**config.mk**
```make
export PLATFORM = sky130hd
export DESIGN_NAME = capture_seq_ctrl_flat
export DESIGN_NICKNAME = d
export VERILOG_FILES = /design/src/rtl/capture_seq_ctrl_if.sv /design/src/rtl/capture_seq_ctrl.sv /design/src/flat_wrapper.sv
export SDC_FILE = /design/constraint.sdc
export NUM_CORES = 1
export LEC_CHECK = 0
export CORE_ASPECT_RATIO = 1.5
export CORE_MARGIN = 2
export CORE_UTILIZATION = 55
export CTS_BUF_LIST = sky130_fd_sc_hd__clkbuf_16
export DETAILED_ROUTE_END_ITERATION = 16
export PLACE_DENSITY = 0.78
export SLEW_MARGIN = 20
export SYNTH_ARGS = -nofsm -noshare
export SYNTH_HDL_FRONTEND = slang
export SYNTH_SLANG_ARGS = --single-unit
```
**constraint.sdc**
```tcl
create_clock -name clk -period 8.3 [get_ports clk]
set_input_delay 1.66 -clock clk [delete_from_list [all_inputs] [get_ports clk]]
set_output_delay 1.66 -clock clk [all_outputs]
set_load 0.005 [all_outputs]
```
**src/rtl/capture_seq_ctrl_if.sv**
```systemverilog
// UART byte-stream handshake between the capture sequencer and the uart_rx/uart_tx blocks.
// master = sequencer side, slave = UART/host side.
interface capture_seq_ctrl_if;
  logic [7:0] rx_data;
  logic       rx_valid;
  logic       tx_done;
  logic       tx_send;
  logic [7:0] tx_data;

  modport master (
    input  rx_data,
    input  rx_valid,
    input  tx_done,
    output tx_send,
    output tx_data
  );

  modport slave (
    output rx_data,
    output rx_valid,
    output tx_done,
    input  tx_send,
    input  tx_data
  );
endinterface

```
**src/rtl/capture_seq_ctrl.sv**
```systemverilog
// Host-command sequencer for the DPA capture loop: patch-window loading, target reset
// hammering with IPL-completion wait, and byte-wise result/dump reporting over the UART.
module capture_seq_ctrl #(
  parameter int RESET_CYCLES = 20000,
  parameter int RUN_TIMEOUT  = 5549995,
  parameter int LOAD_TIMEOUT = 1000000,
  parameter int CNT_W        = 32
) (
  input  logic                      clk,
  input  logic                      rstn,
  capture_seq_ctrl_if.master        uart,
  input  logic                      ipl_done,
  output logic                      reset_out,
  output logic                      trigger_arm,
  output logic [127:0]              patch_window,
  output logic                      patch_valid,
  output logic                      busy
);

  localparam logic [7:0] CMD_LOAD     = 8'h3A;
  localparam logic [7:0] CMD_RUN      = 8'h21;
  localparam logic [7:0] CMD_DUMP     = 8'h2A;
  localparam logic [7:0] RSP_LOADED   = 8'h4C;
  localparam logic [7:0] RSP_LOAD_ERR = 8'h45;
  localparam logic [7:0] RSP_IPL_OK   = 8'h4B;
  localparam logic [7:0] RSP_TIMEOUT  = 8'h54;

  // Counter compares against "last cycle" values so each phase spans exactly N cycles.
  localparam logic [CNT_W-1:0] HAMMER_LAST = CNT_W'(RESET_CYCLES - 1);
  localparam logic [CNT_W-1:0] RUN_LAST    = CNT_W'(RUN_TIMEOUT - 1);
  localparam logic [CNT_W-1:0] LOAD_LAST   = CNT_W'(LOAD_TIMEOUT - 1);
  localparam logic [CNT_W-1:0] CNT_MAX     = {CNT_W{1'b1}};
  localparam logic [CNT_W-1:0] CNT_ONE     = CNT_W'(1);

  typedef enum logic [2:0] {
    S_IDLE,
    S_LOAD,
    S_HAMMER,
    S_WAIT_IPL,
    S_REPORT,
    S_DUMP
  } state_t;

  state_t           r_state;
  state_t           w_nextState;
  logic [CNT_W-1:0] r_cnt;
  logic [4:0]       r_idx;
  logic [7:0]       r_staging [16];
  logic [127:0]     r_patchWindow;
  logic             r_patchValid;
  logic             r_txSend;
  logic             r_txBusy;
  logic [7:0]       r_txData;

  logic             w_cntClr;
  logic             w_cntInc;
  logic             w_idxClr;
  logic             w_idxInc;
  logic             w_stageWr;
  logic             w_stageClr;
  logic             w_commit;
  logic             w_startTx;
  logic [7:0]       w_txByte;
  logic [7:0]       w_dumpByte;
  logic [127:0]     w_newWindow;

  always_ff @(posedge clk or negedge rstn) begin
    if (!rstn) begin
      r_state <= S_IDLE;
    end else begin
      r_state <= w_nextState;
    end
  end

  // The 16th byte goes straight into the committed window, bypassing staging.
  always_comb begin
    w_newWindow = '0;
    for (int i = 0; i < 15; i++) begin
      w_newWindow[8*i +: 8] = r_staging[i];
    end
    w_newWindow[127:120] = uart.rx_data;
  end

  assign w_dumpByte = r_patchWindow[{r_idx[3:0], 3'b000} +: 8];

  always_comb begin
    w_nextState = r_state;
    w_cntClr    = 1'b0;
    w_cntInc    = 1'b0;
    w_idxClr    = 1'b0;
    w_idxInc    = 1'b0;
    w_stageWr   = 1'b0;
    w_stageClr  = 1'b0;
    w_commit    = 1'b0;
    w_startTx   = 1'b0;
    w_txByte    = '0;
    reset_out   = (r_state != S_HAMMER);
    trigger_arm = (r_state == S_WAIT_IPL);
    busy        = (r_state != S_IDLE);

    unique case (r_state)
      S_IDLE: begin
        if (uart.rx_valid) begin
          if (uart.rx_data == CMD_LOAD) begin
            w_nextState = S_LOAD;
            w_idxClr    = 1'b1;
            w_cntClr    = 1'b1;
            w_stageClr  = 1'b1;
          end else if (uart.rx_data == CMD_RUN) begin
            w_nextState = S_HAMMER;
            w_cntClr    = 1'b1;
          end else if (uart.rx_data == CMD_DUMP) begin
            w_nextState = S_DUMP;
            w_idxClr    = 1'b1;
          end
        end
      end

      // A byte arriving on the timeout cycle is taken, so rx_valid is checked first.
      S_LOAD: begin
        if (uart.rx_valid) begin
          w_cntClr = 1'b1;
          if (r_idx == 5'd15) begin
            w_commit    = 1'b1;
            w_idxClr    = 1'b1;
            w_startTx   = 1'b1;
            w_txByte    = RSP_LOADED;
            w_nextState = S_REPORT;
          end else begin
            w_stageWr = 1'b1;
            w_idxInc  = 1'b1;
          end
        end else if (r_cnt == LOAD_LAST) begin
          w_stageClr  = 1'b1;
          w_idxClr    = 1'b1;
          w_startTx   = 1'b1;
          w_txByte    = RSP_LOAD_ERR;
          w_nextState = S_REPORT;
        end else begin
          w_cntInc = 1'b1;
        end
      end

      S_HAMMER: begin
        if (r_cnt == HAMMER_LAST) begin
          w_cntClr    = 1'b1;
          w_nextState = S_WAIT_IPL;
        end else begin
          w_cntInc = 1'b1;
        end
      end

      S_WAIT_IPL: begin
        if (ipl_done) begin
          w_startTx   = 1'b1;
          w_txByte    = RSP_IPL_OK;
          w_nextState = S_REPORT;
        end else if (r_cnt == RUN_LAST) begin
          w_startTx   = 1'b1;
          w_txByte    = RSP_TIMEOUT;
          w_nextState = S_REPORT;
        end else begin
          w_cntInc = 1'b1;
        end
      end

      S_REPORT: begin
        if (r_txBusy && uart.tx_done) begin
          w_nextState = S_IDLE;
        end
      end

      // r_idx counts bytes already sent; the next one waits for the previous tx_done.
      S_DUMP: begin
        if (r_txBusy) begin
          if (uart.tx_done && (r_idx == 5'd16)) begin
            w_nextState = S_IDLE;
          end
        end else if (r_idx != 5'd16) begin
          w_startTx = 1'b1;
          w_txByte  = w_dumpByte;
          w_idxInc  = 1'b1;
        end
      end

      default: begin
        w_nextState = S_IDLE;
      end
    endcase
  end

  always_ff @(posedge clk or negedge rstn) begin
    if (!rstn) begin
      r_cnt         <= '0;
      r_idx         <= '0;
      r_patchWindow <= '0;
      r_patchValid  <= 1'b0;
      r_txSend      <= 1'b0;
      r_txBusy      <= 1'b0;
      r_txData      <= '0;
      for (int i = 0; i < 16; i++) begin
        r_staging[i] <= '0;
      end
    end else begin
      if (w_cntClr) begin
        r_cnt <= '0;
      end else if (w_cntInc && (r_cnt != CNT_MAX)) begin
        r_cnt <= r_cnt + CNT_ONE;
      end

      if (w_idxClr) begin
        r_idx <= '0;
      end else if (w_idxInc) begin
        r_idx <= r_idx + 5'd1;
      end

      if (w_stageClr) begin
        for (int i = 0; i < 16; i++) begin
          r_staging[i] <= '0;
        end
      end else if (w_stageWr) begin
        r_staging[r_idx[3:0]] <= uart.rx_data;
      end

      if (w_commit) begin
        r_patchWindow <= w_newWindow;
        r_patchValid  <= 1'b1;
      end

      r_txSend <= w_startTx;
      if (w_startTx) begin
        r_txData <= w_txByte;
        r_txBusy <= 1'b1;
      end else if (uart.tx_done) begin
        r_txBusy <= 1'b0;
      end
    end
  end

  assign uart.tx_send = r_txSend;
  assign uart.tx_data = r_txData;
  assign patch_window = r_patchWindow;
  assign patch_valid  = r_patchValid;

endmodule

```
**src/flat_wrapper.sv**
```systemverilog
// flat-port wrapper written by rule: the top's interface ports become plain ports
module capture_seq_ctrl_flat 
#(
  parameter int RESET_CYCLES = 20000,
  parameter int RUN_TIMEOUT  = 5549995,
  parameter int LOAD_TIMEOUT = 1000000,
  parameter int CNT_W        = 32
)
  (clk, rstn, ipl_done, reset_out, trigger_arm, patch_window, patch_valid, busy, uart_rx_data, uart_rx_valid, uart_tx_done, uart_tx_send, uart_tx_data);
  capture_seq_ctrl_if uart_i ();
  input  logic clk;
  input  logic rstn;
  input  logic ipl_done;
  output logic reset_out;
  output logic trigger_arm;
  output logic [127:0] patch_window;
  output logic patch_valid;
  output logic busy;
  input wire logic [$bits(uart_i.rx_data)-1:0] uart_rx_data;
  input wire logic [$bits(uart_i.rx_valid)-1:0] uart_rx_valid;
  input wire logic [$bits(uart_i.tx_done)-1:0] uart_tx_done;
  output wire logic [$bits(uart_i.tx_send)-1:0] uart_tx_send;
  output wire logic [$bits(uart_i.tx_data)-1:0] uart_tx_data;
  assign uart_i.rx_data = uart_rx_data;
  assign uart_i.rx_valid = uart_rx_valid;
  assign uart_i.tx_done = uart_tx_done;
  assign uart_tx_send = uart_i.tx_send;
  assign uart_tx_data = uart_i.tx_data;
  capture_seq_ctrl #(.RESET_CYCLES(RESET_CYCLES), .RUN_TIMEOUT(RUN_TIMEOUT), .LOAD_TIMEOUT(LOAD_TIMEOUT), .CNT_W(CNT_W)) u_core (.clk(clk), .rstn(rstn), .uart(uart_i), .ipl_done(ipl_done), .reset_out(reset_out), .trigger_arm(trigger_arm), .patch_window(patch_window), .patch_valid(patch_valid), .busy(busy));
endmodule
```
==> results of run 1 <==
-- metrics by stage --
stage	instances	util (%)	power [mW]	instance area (µm²)
floorplan	1196	-	1.50	13800
global placement	1594	63.0	1.54	15500
detailed placement	1594	63.0	1.54	15500
CTS	1646	66.7	2.80	16400
global route	1646	66.7	2.87	16400
finish	1646	66.7	2.79	16400
-- critical path, stage by stage --
cell             delay, ns
clkdlybuf4s50_1       0.84
nor4b_4               0.47
and4b_4               0.29
and2_1                0.16
nand3_1               0.13
nand2_4               0.54
buf_4                 0.68
a21oi_1               0.13
-- flip-flops by register name, summed over array words and instances, names as in the netlist --
register	flops
u_core.patch_valid	1
u_core.patch_window	128
u_core.r_cnt	32
u_core.r_idx	5
u_core.r_staging	120
u_core.r_state	3
u_core.r_txBusy	1
u_core.uart.tx_data	8
u_core.uart.tx_send	1
-- how the worst max path moves through the flow --
stage	slack, ns	cells past startpoint	to
floorplan	4.69	9	u_core.r_cnt[14]
global placement	3.33	8	u_core.r_staging[13]
detailed placement	3.25	8	u_core.r_staging[9]
CTS	3.81	8	u_core.r_staging[12]
global route	3.58	8	u_core.r_staging[17]
finish	3.72	8	u_core.r_staging[122]
-- cell usage in the layout (no fill, tap or decap), drive strengths merged, types with 3 or more instances in the layout --
master / instances
dfrtp: 299
clkdlybuf4s50: 152
nand2: 144
mux2: 130
nand3: 121
a21oi: 113
nor2: 47
mux4: 40
mux2i: 29
clkbuf: 29
inv: 27
buf: 19
or4: 14
o21ai: 13
or3: 13
nand4: 12
o31ai: 11
o211ai: 10
nor3: 9
and2: 8
nor4: 8
clkinv: 8
ha: 7
and3: 6
nand2b: 5
nand3b: 4
nand4b: 4
a221o: 4
and4: 3
a31o: 3
bufinv: 3
nor3b: 3
nor4b: 3
-- report_power, final --
group          internal, mW         switching (mW)  total, mW  leakage, nW
logic               0.00905                 0.0442     0.0533         2.72
clock network         0.724                  0.551       1.28        0.480
registers              1.46  0.0000000000000000116       1.46         4.06
-- layer usage --
metal | vias up | GRT usage [%]
li1 | 4514 | -
met1 | 5172 | 34.8
met2 | 504 | 46.8
met3 | 123 | 4.93
met4 | 0 | 17.1
met5 | - | 0
-- cell type report --
type | count | area share, %
clock inverter | 23 | 1.11
clock buffer | 29 | 4.43
inverter | 15 | 0.344
tap | 324 | 2.48
sequential | 299 | 45.7
multi-input combinational | 785 | 35.6
timing repair buffer | 171 | 10.3
-- kinds of logic (layout without fill, tap and decap cells) --
family / count (synthesis) / after routing
buf+inv: 112 / 238
flops: 299 / 299
mux: 199 / 199
compound gates: 168 / 168
fa+ha+maj: 7 / 7
simple gates: 408 / 408
xor+xnor: 3 / 3
==> impl_metrics.csv, run 1 <==
group,metric,value,unit
timing,setup_total_negative_slack,0,ns
timing,max_clock_freq,0.218,GHz
clock_network,cts_resized,0,
power_and_ir_drop,total_leakage_power,7.26,nW
drt,met2_wirelength,18300,µm
final_layout,syn_to_final_growth,19.0,%
power_and_ir_drop,ir_worst_vdd,208,µV
drt,wl_met1,13500,µm
timing,hold-worst-slack,0.471,ns
timing,drv_slew,0,
clock_network,cts.hold.buffers_added,0,
clock_network,cts.sinks,299,
drt,route.final.wire_length,36900,µm
logic_synthesis,post_synth.cell_area_avg,11.5,µm²
logic_synthesis,synth-async-reset-ratio,100,%
floorplanning,boundary_pins,154,
drt,route.met3.wl,2770,µm
hold_path,timing.hold.worst_path_depth,1,
logic_synthesis,synth.area.mux_share,19.4,%
logic_synthesis,synth_area_leader_cell,"dfrtp_1",
floorplanning,fp-row-count,70,
drt,drc,0,
drt,average_wire_per_standard_cell,22.4,µm
place,placement.io_buffers,153,
clock_network,clock_tree.htree_level_count,1,
power_and_ir_drop,power-per-cell-area,170,mW/mm²
logic_synthesis,seq_area_frac_synth,54.4,%
timing,worst_clock_skew,0.0131,ns
clock_network,clk_pin_slew_worst_paths,0.06,ns
logic_synthesis,synth.yosys.warnings,0,
logic_synthesis,combinational_family_with_the_most_area_after_synthesis,"multiplexers",
setup_path,first_element_of_the_critical_path,"uart_rx_data[2]",
floorplanning,dieArea,0.0263,mm²
logic_synthesis,synth_cell_types,60,
logic_synthesis,yosys.area.top_type_share,54.4,%
logic_synthesis,synth.area.top_cells,"dfrtp_1, mux2_2, mux4_2",
drt,first_iter_violations,815,
place,dp_worst_setup_slack,3.25,ns
logic_synthesis,synth_fa_ha_area_share,0.637,%
timing,timing.final.crit_share,55.2,%
setup_path,timing.critical_path.from_type,"input port",
final_layout,antenna-diode-count,0,
drt,vias,10300,
timing,slew-limit-headroom,26.7,%
floorplanning,start_util,56.1,%
grt,globalRouteTotalUtil,28.3,%
grt,via_count_of_the_first_global_routing_pass,10400,
floorplanning,floorplan.die.height,198,µm
logic_synthesis,mapped_cells,1196,
hold_path,worstHoldStart,"u_core.patch_valid",
setup_path,reg2reg_from,"u_core.r_idx[2]",
timing,setup_viol,0,
grt,grt_pass1_wl,58100,µm
logic_synthesis,synth-seq-cells,299,
clock_network,cts_inserted_buffers,29,
clock_network,clk_path_buf_depth,3,
final_layout,nFillCells,1825,
logic_synthesis,synth-simple-area-share,14.9,%
floorplanning,horizontal_die_dimension,133,µm
logic_synthesis,yosys-top-cells-count,"dfrtp_1, nand2_1, mux2_2",
grt,grt_start_max_net_pins,179,
logic_synthesis,synth_area,0.0138,mm²
timing,rsz_0062_raised_after_global_routing,"false",
drt,drtPass1Iterations,5,
logic_synthesis,synthXorXnorAreaFrac,0.191,%
logic_synthesis,synth_most_common_cell,"dfrtp_1",
logic_synthesis,synth_edf_count,0,
drt,drt-vias-per-instance,6.27,
setup_path,arrival_time_of_the_worst_setup_path,4.97,ns
place,routabilityCongestion,0.952,
logic_synthesis,postSynth.topFlopCell,"dfrtp_1",
drt,postRouteAntennaNets,0,
setup_path,required,8.70,ns
clock_network,tritoncts_clock_tree,"built",
timing,report.final.hold_viol_count,0,
floorplanning,core-area,0.0245,mm²
setup_path,reg2regPathDepth,6,
clock_network,cts.repair_timing.setup_buffer_count,0,
place,dp_hpwl,24100,µm
final_layout,sequential_standard_cell_area,0.00748,mm²
final_layout,multiInputGateArea,0.00583,mm²
setup_path,timing.setup.critical_path_class,"input port to flip-flop",
setup_path,crit_fanout,61,
hold_path,hold_class,"flip-flop to flip-flop",
timing,finalWorstPathRequiredPeriod,4.58,ns
grt,grt_overflow_total,0,
flow_run,timing.max_cap.violations,0,
final_layout,drive_gt1_share,18.5,%
outcome,run_status,"finished clean",
final_layout,final_nets,1321,
clock_network,worstSkewPairLatency,0.56,ns
timing,final_critical_path_setup_slack,3.72,ns
grt,grt_antenna_before_repair,0,
clock_network,cts_root_buf,"clkbuf_16",
drt,top_layer_used,"met4",
logic_synthesis,syn-num-nets,1216,
timing,max_slew.worst_pin.slew,1.10,ns
setup_path,worstReg2RegEnd,"u_core.patch_window[100]",
hold_path,worst_hold_path_ep,"u_core.patch_valid",
setup_path,critical_path.endpoint_type,"flip-flop",
logic_synthesis,synth_compound_area_share,7.05,%
setup_path,reg2reg_setup_slack,4.91,ns
Power figures use the tool's default switching activity.
==> run 2: changes to the inputs <==
==> constraint.sdc (replaced) <==
create_clock -name clk -period 4.8 [get_ports clk]
set_input_delay 0.96 -clock clk [delete_from_list [all_inputs] [get_ports clk]]
set_output_delay 0.96 -clock clk [all_outputs]
set_load 0.005 [all_outputs]
==> run 2 against run 1 <==
Die area unchanged. Highest routed layer is now met5. Wire length increased by 2.9%. Setup slack got worse by 2.3 ns. Clock-buffer cell count unchanged. Flip-flop and latch count unchanged. Register-to-register slack got worse by 3.4 ns. Critical path depth decreased by 1. First-iteration DRC count decreased by 16%. Clock power increased by 73%. Largest power group unchanged. Worst hold slack got worse by 0.0026 ns.
==> impl_metrics.csv, run 2 (same netlist as run 1, synthesis figures left out) <==
group,metric,value,unit
drt,route.final.wire_length,37900,µm
power_and_ir_drop,total_leakage_power,7.30,nW
grt,globalRouteTotalUtil,29.0,%
floorplanning,core-area,0.0245,mm²
clock_network,cts.hold.buffers_added,0,
setup_path,crit_path_max_incr_delay,0.81,ns
timing,max_clock_freq,0.300,GHz
setup_path,arrival_time_of_the_worst_setup_path,3.80,ns
clock_network,tritoncts_clock_tree,"built",
floorplanning,start_util,56.1,%
place,routabilityCongestion,0.948,
clock_network,cts_resized,0,
floorplanning,fp-row-count,70,
drt,average_wire_per_standard_cell,22.9,µm
setup_path,required,5.27,ns
final_layout,largest_register_ffs,128,
clock_network,cts_root_buf,"clkbuf_16",
clock_network,cts_inserted_buffers,29,
timing,rsz_0062_raised_after_global_routing,"false",
final_layout,final_common_cell,"dfrtp_1",
setup_path,path_delay_family,"simple AND/OR/NAND/NOR gates",
setup_path,worstPathCellList,"nor4b_2 > nand4_1 > nor4bb_2 > o32a_2 > and2_1 > o21ai_0 > a21oi_1",
clock_network,cts.sinks,299,
power_and_ir_drop,intPower,3.80,mW
timing,setup_viol,0,
setup_path,timing.setup.critical_path_class,"flip-flop to flip-flop",
final_layout,final_cell_area,0.0165,mm²
final_layout,nFillCells,1876,
timing,slew-limit-headroom,31.8,%
drt,drc,0,
timing,setup_total_negative_slack,0,ns
setup_path,crit_slowest_cell,"and2_1",
place,dpl_cell_area,0.0155,mm²
flow_run,timing.max_cap.violations,0,
drt,first_iter_violations,686,
timing,finalWorstPathRequiredPeriod,3.33,ns
grt,grt_start_max_net_pins,126,
clock_network,clk_path_buf_depth,3,
setup_path,critical_path.endpoint_type,"flip-flop",
timing,timing.final.crit_share,69.4,%
power_and_ir_drop,clk_network_pwr_share,45.9,%
setup_path,crit_fanout,36,
clock_network,cts.repair_timing.setup_buffer_count,0,
setup_path,timing.critical_path.from_type,"flip-flop",
grt,grt_antenna_before_repair,2,
timing,drv_slew,0,
drt,vias,10400,
grt,grt_pass1_wl,59200,µm
grt,via_count_of_the_first_global_routing_pass,10500,
floorplanning,horizontal_die_dimension,133,µm
power_and_ir_drop,power-per-cell-area,294,mW/mm²
final_layout,syn_to_final_growth,19.8,%
power_and_ir_drop,power_frac_seq,52.0,%
place,dp_worst_setup_slack,1.15,ns
floorplanning,boundary_pins,154,
drt,drt-vias-per-instance,6.25,
outcome,run_status,"finished clean",
power_and_ir_drop,swShare,21.6,%
clock_network,worstSkewPairLatency,0.56,ns
timing,max_slew.worst_pin.slew,1.02,ns
timing,final_critical_path_setup_slack,1.47,ns
floorplanning,dieArea,0.0263,mm²
final_layout,drive_gt1_share,19.6,%
power_and_ir_drop,total_switching_power,1.05,mW
setup_path,critical_path.n_buffers_inverters,0,
place,placement.io_buffers,153,
clock_network,clock_tree.htree_level_count,1,
drt,drtPass1Iterations,5,
floorplanning,floorplan.die.height,198,µm
drt,postRouteAntennaNets,0,
final_layout,most_used_cells_in_the_layout_excluding_fill_and_tap_cells,"dfrtp_1, clkdlybuf4s50_1, nand2_1",
timing,report.final.hold_viol_count,0,
power_and_ir_drop,ir_worst_vdd,325,µV
hold_path,hold_class,"flip-flop to flip-flop",
power_and_ir_drop,power.total,4.84,mW
grt,grt_overflow_total,0,
place,dp_hpwl,25200,µm
power_and_ir_drop,share_comb_of_total_power,2.0,%
timing,worst_clock_skew,0.0131,ns
clock_network,clk_pin_slew_worst_paths,0.06,ns
setup_path,reg2reg_setup_slack,1.47,ns
final_layout,final_nets,1331,
==> run 2: cell count changes in the layout (fill, tap and decap cells not counted), sizes merged <==
cell	previous run	this run
inv	27	20
clkinvlp	0	1
diode	0	1
buf	19	29
clkinv	8	15
==> run 2: per-stage QoR <==
stage	std cells	hold slack, ns	utilization [%]
after CTS	1657	0.474	67.2
after floorplan	1196	0.459	-
after global routing	1658	0.495	67.2
after detailed placement	1604	0.455	63.4
final	1658	0.469	67.2
after global placement	1604	0.453	63.4
==> run 2: path summary, 6_finish.rpt <==
path                               startpoint                    to  depth (start not counted)
min reg2reg                u_core.patch_valid    u_core.patch_valid                          1
max reg2reg                   u_core.r_cnt[6]      u_core.r_cnt[22]                          7
min in group asynchronous                rstn       u_core.r_cnt[7]                          1
min                        u_core.patch_valid    u_core.patch_valid                          1
max in group asynchronous                rstn  u_core.r_staging[61]                          2
max                           u_core.r_cnt[6]      u_core.r_cnt[22]                          7
==> run 2: power groups by stage <==
stage	Combinational [mW]	Clock [mW]	Sequential, mW
after floorplan	0.0198	0	2.57
after global placement	0.0991	0	2.57
after detailed placement	0.100	0	2.57
after CTS	0.101	2.25	2.52
after global routing	0.110	2.35	2.52
final	0.0980	2.22	2.52
==> run 2: routing by layer <==
layer / global-route usage [%] / part of all wire, % / up-vias / routed length, µm
li1: - / - / 4541 / -
met1: 35.5 / 37 / 5265 / 14000
met2: 49.7 / 51 / 431 / 19200
met3: 3.87 / 6.2 / 123 / 2340
met4: 16.5 / 6.2 / 2 / 2350
met5: 0 / 0.042 / - / 16
==> run 2: cell type report <==
class / count / area, µm² / share of cell area (%)
repair buffers: 181 / 1770 / 10.8
multi-input cells: 785 / 5830 / 35.4
clock inverters: 24 / 195 / 1.19
well taps: 324 / 405 / 2.46
clock buffers: 29 / 726 / 4.41
flip-flops and latches: 299 / 7480 / 45.4
diodes: 1 / 2.50 / 0.0152
inverters: 15 / 56.3 / 0.342
